[config.mk]
export PLATFORM = sky130hd
export DESIGN_NAME = hdmi_line_reader
export DESIGN_NICKNAME = d
export VERILOG_FILES = /design/src/rtl/hdmi_line_reader.sv
export SDC_FILE = /design/constraint.sdc
export NUM_CORES = 1
export LEC_CHECK = 0
export CORE_ASPECT_RATIO = 0.9
export CORE_MARGIN = 2
export CORE_UTILIZATION = 25
export CTS_CLUSTER_DIAMETER = 30
export DETAILED_ROUTE_END_ITERATION = 6
export PLACE_DENSITY = 0.53
export SKIP_CTS_REPAIR_TIMING = 1
export SLEW_MARGIN = 10
export SYNTH_ARGS = -nofsm -noshare
export SYNTH_HDL_FRONTEND = slang
export SYNTH_SLANG_ARGS = --single-unit
[constraint.sdc]
create_clock -name clk -period 6 [get_ports clk]
set_input_delay 0.9 -clock clk [delete_from_list [all_inputs] [get_ports clk]]
set_output_delay 0.9 -clock clk [all_outputs]
set_load 0.01 [all_outputs]
[src/rtl/hdmi_line_reader.sv]
// Frame-buffer line fetcher: Avalon-MM burst reads of one video line, streamed out as an Avalon-ST packet.
// Optional HDMI_LINE_READER_PATTERN_EN: synthetic test line generation while the frame buffer is not ready.
module hdmi_line_reader #(
  parameter int unsigned DATA_WIDTH = 32,
  parameter int unsigned ADDR_WIDTH = 32,
  parameter int unsigned H_ACTIVE   = 1280,
  parameter int unsigned V_ACTIVE   = 720,
  parameter int unsigned BURST_LEN  = 64
) (
  input  logic                  clk,
  input  logic                  reset_n,
  input  logic                  frame_buffer_ready,
  input  logic [ADDR_WIDTH-1:0] frame_base_i,
  input  logic                  line_request_i,
  output logic [ADDR_WIDTH-1:0] avm_address_o,
  output logic                  avm_read_o,
  output logic [7:0]            avm_burstcount_o,
  input  logic                  avm_waitrequest_i,
  input  logic [DATA_WIDTH-1:0] avm_readdata_i,
  input  logic                  avm_readdatavalid_i,
  output logic                  aso_src_valid_o,
  output logic [DATA_WIDTH-1:0] aso_src_data_o,
  output logic                  aso_src_startofpacket_o,
  output logic                  aso_src_endofpacket_o,
  output logic                  busy_o,
  output logic                  overrun_o
);

  localparam int unsigned BYTES_PER_WORD = DATA_WIDTH / 8;
  localparam int unsigned BURST_BYTES    = BURST_LEN * BYTES_PER_WORD;
  localparam int unsigned LINE_BYTES     = H_ACTIVE * BYTES_PER_WORD;
  localparam int unsigned NUM_BURSTS     = H_ACTIVE / BURST_LEN;
  localparam int unsigned BEAT_W = (BURST_LEN > 1) ? $clog2(BURST_LEN) : 1;
  localparam int unsigned BIDX_W = (NUM_BURSTS > 1) ? $clog2(NUM_BURSTS) : 1;
  localparam int unsigned WCNT_W = (H_ACTIVE > 1) ? $clog2(H_ACTIVE) : 1;
  localparam int unsigned LCNT_W = (V_ACTIVE > 1) ? $clog2(V_ACTIVE) : 1;

  typedef enum logic [2:0] {ST_IDLE, ST_CMD, ST_DATA, ST_FLUSH, ST_PAT} state_e;

  state_e                state_q, state_d;
  logic [ADDR_WIDTH-1:0] line_addr_q, line_addr_d;
  logic [BIDX_W-1:0]     burst_idx_q, burst_idx_d;
  logic [BEAT_W-1:0]     beat_cnt_q, beat_cnt_d;
  logic [WCNT_W-1:0]     word_cnt_q, word_cnt_d;
  logic [LCNT_W-1:0]     line_cnt_q, line_cnt_d;
  logic [ADDR_WIDTH-1:0] addr_q, addr_d;
  logic                  read_q, read_d;
  logic                  valid_q, valid_d;
  logic [DATA_WIDTH-1:0] data_q, data_d;
  logic                  sop_q, sop_d;
  logic                  eop_q, eop_d;
  logic                  busy_q, busy_d;
  logic                  overrun_q, overrun_d;
  logic                  last_beat, last_burst, last_word, last_line;
  logic                  adv_line, clr_line;

  assign last_beat  = (beat_cnt_q == BEAT_W'(BURST_LEN - 1));
  assign last_burst = (burst_idx_q == BIDX_W'(NUM_BURSTS - 1));
  assign last_word  = (word_cnt_q == WCNT_W'(H_ACTIVE - 1));
  assign last_line  = (line_cnt_q == LCNT_W'(V_ACTIVE - 1));

`ifdef HDMI_LINE_READER_PATTERN_EN
  logic        ready_q;
  logic [31:0] pat_x, pat_l;
  logic [DATA_WIDTH-1:0] pat_word;

  // Line count only restarts when the buffer goes away, so pattern lines can step through a frame.
  assign clr_line = ready_q & ~frame_buffer_ready;
  assign pat_x    = (state_q == ST_PAT) ? 32'(word_cnt_q) : 32'd0;
  assign pat_l    = 32'(line_cnt_q);
  assign pat_word = DATA_WIDTH'({8'h00, pat_x[7:0], pat_x[7:0], pat_l[7:0]});

  always_ff @(posedge clk or negedge reset_n) begin
    if (!reset_n) ready_q <= 1'b0;
    else          ready_q <= frame_buffer_ready;
  end
`else
  assign clr_line = ~frame_buffer_ready;
`endif

  always_comb begin
    state_d     = state_q;
    line_addr_d = line_addr_q;
    burst_idx_d = burst_idx_q;
    beat_cnt_d  = beat_cnt_q;
    word_cnt_d  = word_cnt_q;
    line_cnt_d  = line_cnt_q;
    valid_d     = 1'b0;
    data_d      = data_q;
    sop_d       = 1'b0;
    eop_d       = 1'b0;
    adv_line    = 1'b0;
    overrun_d   = overrun_q | (line_request_i & (state_q != ST_IDLE));

    case (state_q)
      ST_IDLE: begin
        if (line_request_i && frame_buffer_ready) begin
          state_d     = ST_CMD;
          burst_idx_d = '0;
          beat_cnt_d  = '0;
          word_cnt_d  = '0;
          if (line_cnt_q == '0) line_addr_d = frame_base_i;
        end
`ifdef HDMI_LINE_READER_PATTERN_EN
        else if (line_request_i) begin
          state_d    = ST_PAT;
          valid_d    = 1'b1;
          data_d     = pat_word;
          sop_d      = 1'b1;
          word_cnt_d = WCNT_W'(1);
        end
`endif
      end
      ST_CMD: begin
        // An accepted command always owes BURST_LEN beats, so a drop here must still drain them.
        if (!avm_waitrequest_i) begin
          state_d    = frame_buffer_ready ? ST_DATA : ST_FLUSH;
          beat_cnt_d = '0;
        end else if (!frame_buffer_ready) begin
          state_d = ST_IDLE;
        end
      end
      ST_DATA: begin
        if (avm_readdatavalid_i) begin
          beat_cnt_d = beat_cnt_q + BEAT_W'(1);
          if (frame_buffer_ready) begin
            valid_d    = 1'b1;
            data_d     = avm_readdata_i;
            sop_d      = (word_cnt_q == '0);
            eop_d      = last_word;
            word_cnt_d = last_word ? '0 : word_cnt_q + WCNT_W'(1);
          end
          if (last_beat) begin
            if (!frame_buffer_ready) begin
              state_d = ST_IDLE;
            end else if (!last_burst) begin
              state_d     = ST_CMD;
              burst_idx_d = burst_idx_q + BIDX_W'(1);
            end else begin
              state_d     = ST_IDLE;
              adv_line    = 1'b1;
              line_addr_d = line_addr_q + ADDR_WIDTH'(LINE_BYTES);
            end
          end else if (!frame_buffer_ready) begin
            state_d = ST_FLUSH;
          end
        end else if (!frame_buffer_ready) begin
          state_d = ST_FLUSH;
        end
      end
      ST_FLUSH: begin
        if (avm_readdatavalid_i) begin
          beat_cnt_d = beat_cnt_q + BEAT_W'(1);
          if (last_beat) state_d = ST_IDLE;
        end
      end
`ifdef HDMI_LINE_READER_PATTERN_EN
      ST_PAT: begin
        valid_d    = 1'b1;
        data_d     = pat_word;
        eop_d      = last_word;
        word_cnt_d = last_word ? '0 : word_cnt_q + WCNT_W'(1);
        if (last_word) begin
          state_d  = ST_IDLE;
          adv_line = 1'b1;
        end
      end
`endif
      default: state_d = ST_IDLE;
    endcase

    if (adv_line) line_cnt_d = last_line ? '0 : line_cnt_q + LCNT_W'(1);
    if (clr_line) line_cnt_d = '0;

    // Address/read are derived from next-state so the command lands the cycle after the request.
    read_d = (state_d == ST_CMD);
    addr_d = read_d ? (line_addr_d + ADDR_WIDTH'(burst_idx_d) * ADDR_WIDTH'(BURST_BYTES)) : addr_q;
    busy_d = (state_d != ST_IDLE);
  end

  always_ff @(posedge clk or negedge reset_n) begin
    if (!reset_n) begin
      state_q     <= ST_IDLE;
      line_addr_q <= '0;
      burst_idx_q <= '0;
      beat_cnt_q  <= '0;
      word_cnt_q  <= '0;
      line_cnt_q  <= '0;
      addr_q      <= '0;
      read_q      <= 1'b0;
      valid_q     <= 1'b0;
      data_q      <= '0;
      sop_q       <= 1'b0;
      eop_q       <= 1'b0;
      busy_q      <= 1'b0;
      overrun_q   <= 1'b0;
    end else begin
      state_q     <= state_d;
      line_addr_q <= line_addr_d;
      burst_idx_q <= burst_idx_d;
      beat_cnt_q  <= beat_cnt_d;
      word_cnt_q  <= word_cnt_d;
      line_cnt_q  <= line_cnt_d;
      addr_q      <= addr_d;
      read_q      <= read_d;
      valid_q     <= valid_d;
      data_q      <= data_d;
      sop_q       <= sop_d;
      eop_q       <= eop_d;
      busy_q      <= busy_d;
      overrun_q   <= overrun_d;
    end
  end

  assign avm_address_o           = addr_q;
  assign avm_read_o              = read_q;
  assign avm_burstcount_o        = 8'(BURST_LEN);
  assign aso_src_valid_o         = valid_q;
  assign aso_src_data_o          = data_q;
  assign aso_src_startofpacket_o = sop_q;
  assign aso_src_endofpacket_o   = eop_q;
  assign busy_o                  = busy_q;
  assign overrun_o               = overrun_q;

endmodule

==> summary.md <==
| Metric | Value |
|---|---|
| CTS tree | `done` |
| CTS Sinks | `137` |
| Synth area leaders | `dfrtp_1 47%, mux2_2 8.1%, nand2_1 4.7%` |
| Core Area | `0.02872 mm2` |
| Vias in the first global route | `5794` |
| Hold Crit Depth | `2` |
| Ant. Diodes | `0` |
| Remaining Overflow, GRT | `0` |
| Syn Inst Count | `706` |
| I/O Pins | `148` |
| Worst reg2reg path depth | `16` |
| Mux cell area share after synthesis | `8.221%` |
| HPWL Detailed | `14090 um` |
| Area grow syn2layout | `31.66%` |
| Final GP Congestion | `0.8327` |
| Ys async rst share | `100.0%` |
| Dominant synthesized flop cell | `dfrtp_1` |
| Min setup slack post-route | `1143 ps` |
| Max-Cap Viols | `0` |
| Die area | `0.03036 mm2` |
| Main combinational cell family by area after synthesis | `simple AND/OR/NAND/NOR gates` |
| Worst Setup Start Kind | `primary input` |
| Worst R2R Setup Slack | `1840 ps` |
| H-tree depth | `4` |
| Peak Freq | `205.9 MHz` |
| Post-synthesis compound-gate area fraction | `12.78%` |
| Syn Area/Cell | `10.26 um2` |
| Total GRT Usage | `13.39%` |
| Largest net degree at the start of global routing | `92` |
| Initial core utilization | `25.23%` |
| Final hold viol count | `0` |
| DIE WIDTH | `183.4 um` |
| Mapped cell area | `0.007244 mm2` |
| DRT Pass-1 Iters | `4` |
| Synth unique cells | `85` |
| Final setup fails | `0` |
| Worst EP arrival | `5190 ps` |
| Area leader, netlist | `dfrtp_1` |
| Vias per std cell | `4.848` |
| Worst path required time | `6330 ps` |
| Port Buf Inserts | `139` |
| Register bit total from synthesis | `137` |
| Xor and xnor fraction of the mapped netlist area | `2.902%` |
| Critical-path cell list | `clkdlybuf4s50_1, nand4_1, nor2_1, nand2_1, a21o_1, mux2_2, ha_1, fa_1, a21oi_1, o21bai_1, a21oi_1, a31oi_2, and4_2, and2_1, and3_1, o31ai_1` |
| Worst Tran Pin Value | `878.3 ps` |
| CTS Buf Count | `17` |
| Remaining DRCs | `0` |
| Wire length per cell | `16.43 um` |
| Final Cycle Share | `80.95%` |
| Post-synth EDFFs | `0` |
| Initial antenna violation count | `0` |
| DR iter-0 viols | `361` |
| Unrepaired setup endpoints after global routing | `no` |
| Shortest period the worst path allows | `4857 ps` |
| Register Area | `0.003428 mm2` |
| Post-synthesis adder-cell area fraction | `2.349%` |
| Clock transition at the registers of the reported paths | `60 ps` |
| CP peak stage delay | `880 ps` |
| Post-synthesis sequential area ratio | `47.32%` |
| CTS Root Cell | `clkbuf_16` |
| Simple-Gate Fraction of Synth Area | `22.19%` |
| Pre-CTS setup slack | `754.0 ps` |
| Leakage | `3.997 nW` |
| VDD IR max | `0.2570 mV` |
| Global-route wire length before repair | `31700 um` |
| Setup TNS | `0 ps` |
| DIE HEIGHT | `165.5 um` |
| Status | `completed` |
| Finished Layout Cells | `1218` |
| Max Slew Vio Count | `0` |
| CP max-delay cell | `clkdlybuf4s50_1` |
| Post-synth top area share | `47.32%` |
| CP Max Fanout | `17` |
| Layout cells sized above 1 | `14.91%` |
| Fillers | `2937` |
| Footprint of the multi-input gates | `0.003543 mm2` |
| DR vias | `5905` |
| Clk_skew | `9.648 ps` |
| Final wirelength | `20010 um` |
| CP Class | `primary input to register` |
| Total power per unit cell area | `332.0 mW/mm2` |
| Total Nets Final | `923` |
| Antenna Nets Post-Route | `0` |
| YS warnings | `0` |
| Crit-path most repeated cell | `a21oi_1` |
| Rows | `59` |
| Placed cells | `1187` |
| Clock Latency Late Sink | `430 ps` |
| Type of the most critical hold path | `register to register` |
| Slew HR | `41.45%` |
| Max clock buf depth | `2` |
| CP endpoint kind | `register` |
## Yosys cell counts, types with 8 or more instances
cell type and number:
a21oi_1 15, and3_1 16, and4_1 8, buf_4 10, clkbuf_1 14, dfrtp_1 137
ha_1 12, inv_1 19, mux2_2 52, nand2_1 90, nand2b_1 9, nand3_1 28
nand4_1 30, nor2_1 39, o211ai_1 10, o21ai_0 41, o31ai_1 11, xnor2_1 8
xor2_1 16
## through the flow
step                      area [um2]  utilization [%]  power, mW  hold slack, ps
after floorplan                 7271                -      1.689           468.0
after global placement          8961            31.21      2.141           463.8
after detailed placement        8961            31.21      2.146           472.1
after CTS                       9538            33.21      3.215           487.4
after global routing            9538            33.21      3.356           501.6
final                           9538            33.21      3.167           478.1
## state kept, by name, summed over array words and instances, names as in the netlist
name and count:
aso_src_data_o 32, avm_address_o 32, line_addr_q 32, word_cnt_q 11, line_cnt_q 10, beat_cnt_q 6, burst_idx_q 5, state_q 3
aso_src_endofpacket_o 1, aso_src_startofpacket_o 1, aso_src_valid_o 1, avm_read_o 1, busy_o 1, overrun_o 1
## critical path, delay by kind of cell
kind | cells | cell delay, ps
buffers and inverters | 1 | 880
and+or+nand+nor | 6 | 1440
adders and majority gates | 2 | 630
AOI/OAI and AO/OA | 6 | 1040
muxes | 1 | 280
## logic make-up (layout without fill, tap and decap cells)
kind of cell	count (synthesis)	after routing
AOI/OAI and AO/OA	132	132
xor gates and xnor gates	24	24
adders and majority gates	13	13
buffers and inverters	60	199
DFF	137	137
muxes	53	53
other	2	9
and+or+nand+nor	285	285
## metal layers
| layer | global-route usage (%) | wire length, um | up-vias |
|---|---|---|---|
| li1 | - | - | 2836 |
| met1 | 18.03 | 9604 | 2885 |
| met2 | 20.63 | 8816 | 169 |
| met3 | 4.167 | 1371 | 15 |
| met4 | 3.927 | 216 | 0 |
| met5 | 0 | 0 | - |
## report_power, final
group	internal, mW	switching, mW
Sequential	1.13	0.140
Combinational	0.450	0.403
Clock	0.631	0.412
Total	2.21	0.954
## cells in the final DEF (no fill, tap or decap), types with 17 or more instances in the layout
master,instances
inv_1,19
nor2_1,39
o21ai_0,41
clkdlybuf4s50_1,138
nand4_1,30
nand3_1,28
clkbuf_16,17
dfrtp_1,137
nand2_1,90
mux2_2,52
## final timing paths
| path | startpoint | endpoint |
|---|---|---|
| setup / recovery | frame_buffer_ready | avm_address_o[24] |
| hold / removal | avm_address_o[21] | avm_address_o[21] |
| setup reg to reg | state_q[1] | avm_address_o[26] |
| hold reg to reg | avm_address_o[21] | avm_address_o[21] |
| max in group asynchronous | reset_n | aso_src_data_o[10] |
| min in group asynchronous | reset_n | avm_read_o |
## area by class of cell
| class | count | area share, % |
|---|---|---|
| clock buffers | 24 | 5.365 |
| inverters | 21 | 0.8264 |
| flip-flops and latches | 137 | 35.94 |
| repair buffers | 147 | 15.23 |
| well taps | 366 | 4.801 |
| clock inverters | 7 | 0.6821 |
| multi-input cells | 516 | 37.15 |
No activity file was read; power rests on OpenSTA's default activity.
